<file path="src/rtl/wb_port_scheduler.sv">
// Shares the GPR write port between pipeline writeback (A) and the long-latency unit (B),
// tracks pending B writes per GPR and stalls hazardous issue. Optional macro: WB_SCHED_BYPASS_EN.
`ifndef XLEN
`define XLEN 32
`endif
`ifndef GPR_ENCODE_BITS
`define GPR_ENCODE_BITS 5
`endif

module wb_port_scheduler #(
  parameter int N            = `XLEN,
  parameter int REG_BITS     = `GPR_ENCODE_BITS,
  parameter int STARVE_LIMIT = 4
) (
  input  logic                clk,
  input  logic                rst_n,
  input  logic                issue_valid,
  input  logic [REG_BITS-1:0] issue_rs1,
  input  logic [REG_BITS-1:0] issue_rs2,
  input  logic [REG_BITS-1:0] issue_rd,
  input  logic                issue_long,
  output logic                issue_stall,
  input  logic                a_valid,
  input  logic [REG_BITS-1:0] a_rd,
  input  logic [N-1:0]        a_data,
  output logic                a_ready,
  input  logic                b_valid,
  input  logic [REG_BITS-1:0] b_rd,
  input  logic [N-1:0]        b_data,
  output logic                b_ready,
  output logic                rf_we,
  output logic [REG_BITS-1:0] rf_addr,
  output logic [N-1:0]        rf_wd
);

  localparam int         NREGS = 1 << REG_BITS;
  localparam logic [3:0] LIMIT = 4'(STARVE_LIMIT);

  typedef enum logic [0:0] {PRIO_A = 1'b0, PRIO_B = 1'b1} state_t;

  state_t           state;
  logic [3:0]       starve_cnt;
  logic [NREGS-1:0] busy;
  logic [NREGS-1:0] busy_next;
  logic [NREGS-1:0] busy_eff;
  logic             issue_accept;

  // Grant selection from the valids and current priority state
  always_comb begin
    a_ready = 1'b0;
    b_ready = 1'b0;
    case (state)
      PRIO_A: begin
        a_ready = a_valid;
        b_ready = b_valid & ~a_valid;
      end
      PRIO_B: begin
        b_ready = b_valid;
        a_ready = a_valid & ~b_valid;
      end
      default: begin
        a_ready = 1'b0;
        b_ready = 1'b0;
      end
    endcase
  end

  // Hazard check; with bypass, a register being written by B this cycle is treated as free
  always_comb begin
    busy_eff = busy;
`ifdef WB_SCHED_BYPASS_EN
    if (b_ready) begin
      busy_eff[b_rd] = 1'b0;
    end else begin
      busy_eff = busy;
    end
`endif
    if (issue_valid) begin
      issue_stall = busy_eff[issue_rs1] | busy_eff[issue_rs2] | busy_eff[issue_rd];
    end else begin
      issue_stall = 1'b0;
    end
  end

  assign issue_accept = issue_valid & ~issue_stall;

  // Scoreboard next state: set after clear so a same-index collision keeps the bit set
  always_comb begin
    busy_next = busy;
    if (b_ready) begin
      busy_next[b_rd] = 1'b0;
    end else begin
      busy_next = busy;
    end
    if (issue_accept & issue_long) begin
      busy_next[issue_rd] = 1'b1;
    end else begin
      busy_next[issue_rd] = busy_next[issue_rd];
    end
    busy_next[0] = 1'b0;
  end

  // Scoreboard register
  always_ff @(posedge clk or negedge rst_n) begin
    if (!rst_n) begin
      busy <= {NREGS{1'b0}};
    end else begin
      busy <= busy_next;
    end
  end

  // Arbiter FSM: B gets one forced-priority cycle after STARVE_LIMIT lost conflicts
  always_ff @(posedge clk or negedge rst_n) begin
    if (!rst_n) begin
      state      <= PRIO_A;
      starve_cnt <= 4'd0;
    end else begin
      case (state)
        PRIO_A: begin
          if (a_valid & b_valid) begin
            if (starve_cnt == LIMIT - 4'd1) begin
              state      <= PRIO_B;
              starve_cnt <= 4'd0;
            end else begin
              starve_cnt <= starve_cnt + 4'd1;
            end
          end else begin
            starve_cnt <= 4'd0;
          end
        end
        PRIO_B: begin
          state      <= PRIO_A;
          starve_cnt <= 4'd0;
        end
        default: begin
          state      <= PRIO_A;
          starve_cnt <= 4'd0;
        end
      endcase
    end
  end

  // Registered write port; x0 writes are granted but never enabled
  always_ff @(posedge clk or negedge rst_n) begin
    if (!rst_n) begin
      rf_we   <= 1'b0;
      rf_addr <= {REG_BITS{1'b0}};
      rf_wd   <= {N{1'b0}};
    end else if (a_ready) begin
      rf_we   <= (a_rd != {REG_BITS{1'b0}});
      rf_addr <= a_rd;
      rf_wd   <= a_data;
    end else if (b_ready) begin
      rf_we   <= (b_rd != {REG_BITS{1'b0}});
      rf_addr <= b_rd;
      rf_wd   <= b_data;
    end else begin
      rf_we   <= 1'b0;
    end
  end

endmodule

</file>
<file path="config.mk">
export PLATFORM = sky130hd
export DESIGN_NAME = wb_port_scheduler
export DESIGN_NICKNAME = d
export VERILOG_FILES = /design/src/rtl/wb_port_scheduler.sv
export SDC_FILE = /design/constraint.sdc
export NUM_CORES = 1
export LEC_CHECK = 0
export ABC_AREA = 1
export BUFFER_PORTS_ARGS = -buffer_cell sky130_fd_sc_hd__buf_2
export CAP_MARGIN = 20
export CORE_MARGIN = 2
export CORE_UTILIZATION = 49
export DETAILED_ROUTE_END_ITERATION = 12
export PLACE_DENSITY = 0.78
export SYNTH_ARGS = -nofsm -noshare
export SYNTH_HDL_FRONTEND = slang
export SYNTH_SLANG_ARGS = --single-unit
</file>
<file path="constraint.sdc">
create_clock -name clk -period 4 [get_ports clk]
set_clock_uncertainty 0.15 [all_clocks]
set_input_delay 0.4 -clock clk [delete_from_list [all_inputs] [get_ports clk]]
set_output_delay 0.4 -clock clk [all_outputs]
set_load 0.005 [all_outputs]
</file>
==> flow_results.xml <==
<?xml version="1.0" encoding="UTF-8"?>
<metrics>
  <group name="status">
    <metric name="run_status" unit="">completed</metric>
  </group>
  <group name="global_routing">
    <metric name="grt_max_degree" unit="">75</metric>
    <metric name="overflow" unit="">0</metric>
    <metric name="grt_first_pass_wirelength" unit="mm">25.4</metric>
    <metric name="antenna_violations_before_repair" unit="">0</metric>
    <metric name="gr-usage-all-layers" unit="%">28.5</metric>
    <metric name="number_of_global_route_vias_before_repair" unit="">5086</metric>
  </group>
  <group name="sta">
    <metric name="grt_setup_unrepaired" unit="">no</metric>
    <metric name="final.setup.tns" unit="ps">0</metric>
    <metric name="hold_violations" unit="">0</metric>
    <metric name="worst_hold_slack" unit="ps">24.2</metric>
    <metric name="finalWorstSetupSlack" unit="ps">1280</metric>
    <metric name="timing.final.setup_violations" unit="">0</metric>
    <metric name="tightest_slew" unit="ps">949</metric>
    <metric name="finalCriticalPeriod" unit="ps">2720</metric>
    <metric name="slew_violations" unit="">0</metric>
    <metric name="fmax" unit="MHz">368</metric>
    <metric name="final.period_utilization" unit="%">68.0</metric>
    <metric name="maxSlewHeadroom" unit="%">36.7</metric>
  </group>
  <group name="route">
    <metric name="post_drt_wl_per_cell" unit="um">15.2</metric>
    <metric name="drt_first_iter_violations" unit="">617</metric>
    <metric name="route.final.wire_length" unit="mm">15.5</metric>
    <metric name="detail_route.first_pass.iterations" unit="">6</metric>
    <metric name="post_drt_via_cell_ratio" unit="">5.51</metric>
    <metric name="postRouteAntennaNets" unit="">0</metric>
    <metric name="num_vias" unit="">5621</metric>
    <metric name="count_of_unresolved_drc_violations_after_routing" unit="">0</metric>
  </group>
  <group name="layout">
    <metric name="final-seq-area" unit="um^2">1850</metric>
    <metric name="insertedDiodeCount" unit="">0</metric>
    <metric name="postLayoutCoreUtil" unit="%">60.3</metric>
    <metric name="layoutNonFillerInstCount" unit="">1020</metric>
    <metric name="design.final.nets" unit="">978</metric>
    <metric name="post_route_cells_drive_above_1_share" unit="%">19.1</metric>
    <metric name="area_occupied_by_multi_input_gates" unit="um^2">2610</metric>
    <metric name="post-route-cell-area" unit="um^2">5890</metric>
    <metric name="nFillCells" unit="">959</metric>
    <metric name="synthToLayoutAreaGrowth" unit="%">19.3</metric>
  </group>
  <group name="synthesis">
    <metric name="yosys.cell_types.count" unit="">23</metric>
    <metric name="yosysTopAreaCell" unit="">dfrtp_1</metric>
    <metric name="ys_dominant_reg_cell" unit="">dfrtp_1</metric>
    <metric name="netlist_top_cells_count" unit="">nand2_1 (211), nand3_1 (100), inv_1 (80)</metric>
    <metric name="synthMuxAreaShare" unit="%">0</metric>
    <metric name="syn_nets" unit="">862</metric>
    <metric name="combinational_family_with_the_most_area_after_synthesis" unit="">simple AND/OR/NAND/NOR gates</metric>
    <metric name="synth-simple-area-share" unit="%">37.9</metric>
    <metric name="synthesis.area_per_instance" unit="um^2">6.45</metric>
    <metric name="yosys_warnings" unit="">0</metric>
    <metric name="synth-edff-count" unit="">0</metric>
    <metric name="synth_area" unit="um^2">4940</metric>
    <metric name="synth_sequential_area_ratio" unit="%">37.5</metric>
    <metric name="synth_area_leaders" unit="">dfrtp_1 (37%), nand2_1 (16%), nand3_1 (10%), inv_1 (6.1%), nor2_1 (6.0%)</metric>
    <metric name="synth.top_cell.area_share" unit="%">37.5</metric>
    <metric name="synth-adder-area-share" unit="%">0.253</metric>
    <metric name="post_synth_xor_area_fraction" unit="%">0.355</metric>
    <metric name="synth_compound_gate_area_share" unit="%">14.1</metric>
    <metric name="most_common_cell_in_the_synthesized_netlist" unit="">nand2_1</metric>
    <metric name="ys_seq_elements" unit="">74</metric>
    <metric name="synth_async_sr_flop_share" unit="%">100</metric>
    <metric name="netlist_instances" unit="">766</metric>
  </group>
  <group name="clock_tree">
    <metric name="cts.reportedPaths.clkPinSlew" unit="ps">70</metric>
    <metric name="numCtsBuffers" unit="">9</metric>
    <metric name="worst_skew_pair.late_latency" unit="ps">370</metric>
    <metric name="cts-hold-fix-buffers" unit="">0</metric>
    <metric name="numClockSinks" unit="">74</metric>
    <metric name="cts_post_setup_buffers_inserted" unit="">0</metric>
    <metric name="htree_num_levels" unit="">3</metric>
    <metric name="cts_max_path_buffers" unit="">2</metric>
    <metric name="cts_tree" unit="">yes</metric>
    <metric name="ctsResizeCount" unit="">0</metric>
    <metric name="clock_tree.root_cell" unit="">clkbuf_8</metric>
  </group>
  <group name="worst_setup_path">
    <metric name="required_time_of_the_critical_path" unit="ps">3450</metric>
    <metric name="crit_arrival" unit="ps">2170</metric>
    <metric name="crit_path_top_delay_cell" unit="">inv_1</metric>
    <metric name="cpPeakStageDelay" unit="ps">350</metric>
    <metric name="crit_top_cell" unit="">nand2_1</metric>
    <metric name="critPathMaxFanout" unit="">32</metric>
    <metric name="cp_top_family" unit="">buffers and inverters</metric>
    <metric name="cp-end-kind" unit="">output pin</metric>
    <metric name="crit_chain" unit="">buf_2, inv_1, nand2_1, nand3_1, nand3_1, nand3_1, nand2_1, nand2_1, nand2_1, nor2_2, buf_4, a21boi_0, buf_2</metric>
    <metric name="worstPathBufferInverterCount" unit="">4</metric>
    <metric name="setup.worst_path.class" unit="">in2out</metric>
    <metric name="setup.worst_path.start_class" unit="">input port</metric>
  </group>
  <group name="pwr">
    <metric name="irDropWorstVdd" unit="V">0.000254</metric>
    <metric name="power.density_cell_area" unit="nW/um^2">485</metric>
    <metric name="fin_total_pwr" unit="mW">2.86</metric>
    <metric name="p_leak" unit="nW">3.33</metric>
  </group>
  <group name="placement">
    <metric name="placed_area" unit="um^2">5690</metric>
    <metric name="dp_hpwl" unit="mm">10.8</metric>
    <metric name="gpl.final_weighted_congestion" unit="">0.928</metric>
    <metric name="place.detailed.instances" unit="">1004</metric>
    <metric name="numPortBuffers" unit="">135</metric>
    <metric name="place_worst_setup_slack" unit="ps">1330</metric>
  </group>
  <group name="die">
    <metric name="dieHeight" unit="um">104</metric>
    <metric name="boundaryPins" unit="">136</metric>
    <metric name="fp-row-count" unit="">36</metric>
    <metric name="total_die_area" unit="um^2">10900</metric>
    <metric name="core_area" unit="um^2">9770</metric>
    <metric name="initial_core_util" unit="%">50.5</metric>
    <metric name="chipWidth" unit="um">104</metric>
  </group>
  <group name="worst_hold_path">
    <metric name="hold_path.class" unit="">in2async</metric>
  </group>
  <group name="flow_run">
    <metric name="max_cap_viol_count" unit="">0</metric>
  </group>
</metrics>
[worst paths after layout]
kind | start | end | slack, ps | depth (start not counted)
setup / recovery | issue_rs2[0] | issue_stall | 1280 | 13
hold / removal | rst_n | rf_wd[17] | 20 | 1
setup reg to reg | state | rf_wd[31] | 1860 | 7
hold reg to reg | starve_cnt[0] | starve_cnt[0] | 320 | 1
max in group asynchronous | rst_n | busy[9] | 3060 | 1
min in group clk | a_rd[3] | rf_we | 120 | 3
[routing by layer]
metal / vias up / wire, um / GRT usage (%)
li1: 2731 / - / -
met1: 2539 / 6690 / 40.4
met3: 35 / 1510 / 5.95
met2: 316 / 6980 / 43.7
met4: 0 / 286 / 8.98
met5: - / 0 / 0
[report_power, final]
| group | switching (mW) | total [mW] | internal, mW | leakage, nW |
|---|---|---|---|---|
| Combinational | 0.794 | 1.20 | 0.402 | 2.31 |
| Sequential | 0.0971 | 1.04 | 0.943 | 0.917 |
| Clock | 0.326 | 0.625 | 0.299 | 0.0988 |
| Total | 1.22 | 2.86 | 1.64 | 3.33 |
[state kept, by name, summed over array words and instances, names as in the netlist]
name,flops
busy,31
state,1
rf_we,1
rf_wd,32
rf_addr,5
starve_cnt,4
[worst reg2reg max path, delay by kind of cell, from the launching register on]
kind / cells / cell delay [ps]
and+or+nand+nor: 3 / 230
DFF: 1 / 410
AOI/OAI and AO/OA: 1 / 190
buffers and inverters: 3 / 1070
[cells by family after synthesis]
family | count (synthesis)
compound gates | 128
xor+xnor | 2
fa+ha+maj | 1
buf+inv | 123
flops | 74
simple gates | 438
[placed cells by master, fill, tap and decap left out, drive strengths merged]
cell and count:
clkbuf 9, a21o 17, nor3 12, ha 1
xnor2 1, a21oi 55, o21ai 51, o21bai 2
o211ai 1, nand2 212, inv 87, xor2 1
nand4 32, buf 145, clkinvlp 2, dfrtp 74
o41ai 1, bufinv 1, nor2 82, nand3 100
a21boi 1
[area by class of cell]
cell class	count	share of cell area [%]
clock buffer	9	2.10
clock inverter	7	1.40
inverter	83	5.29
multi-input combinational	569	44.2
sequential	74	31.4
tap	133	2.82
timing repair buffer	145	12.8
Power figures use the tool's default switching activity.
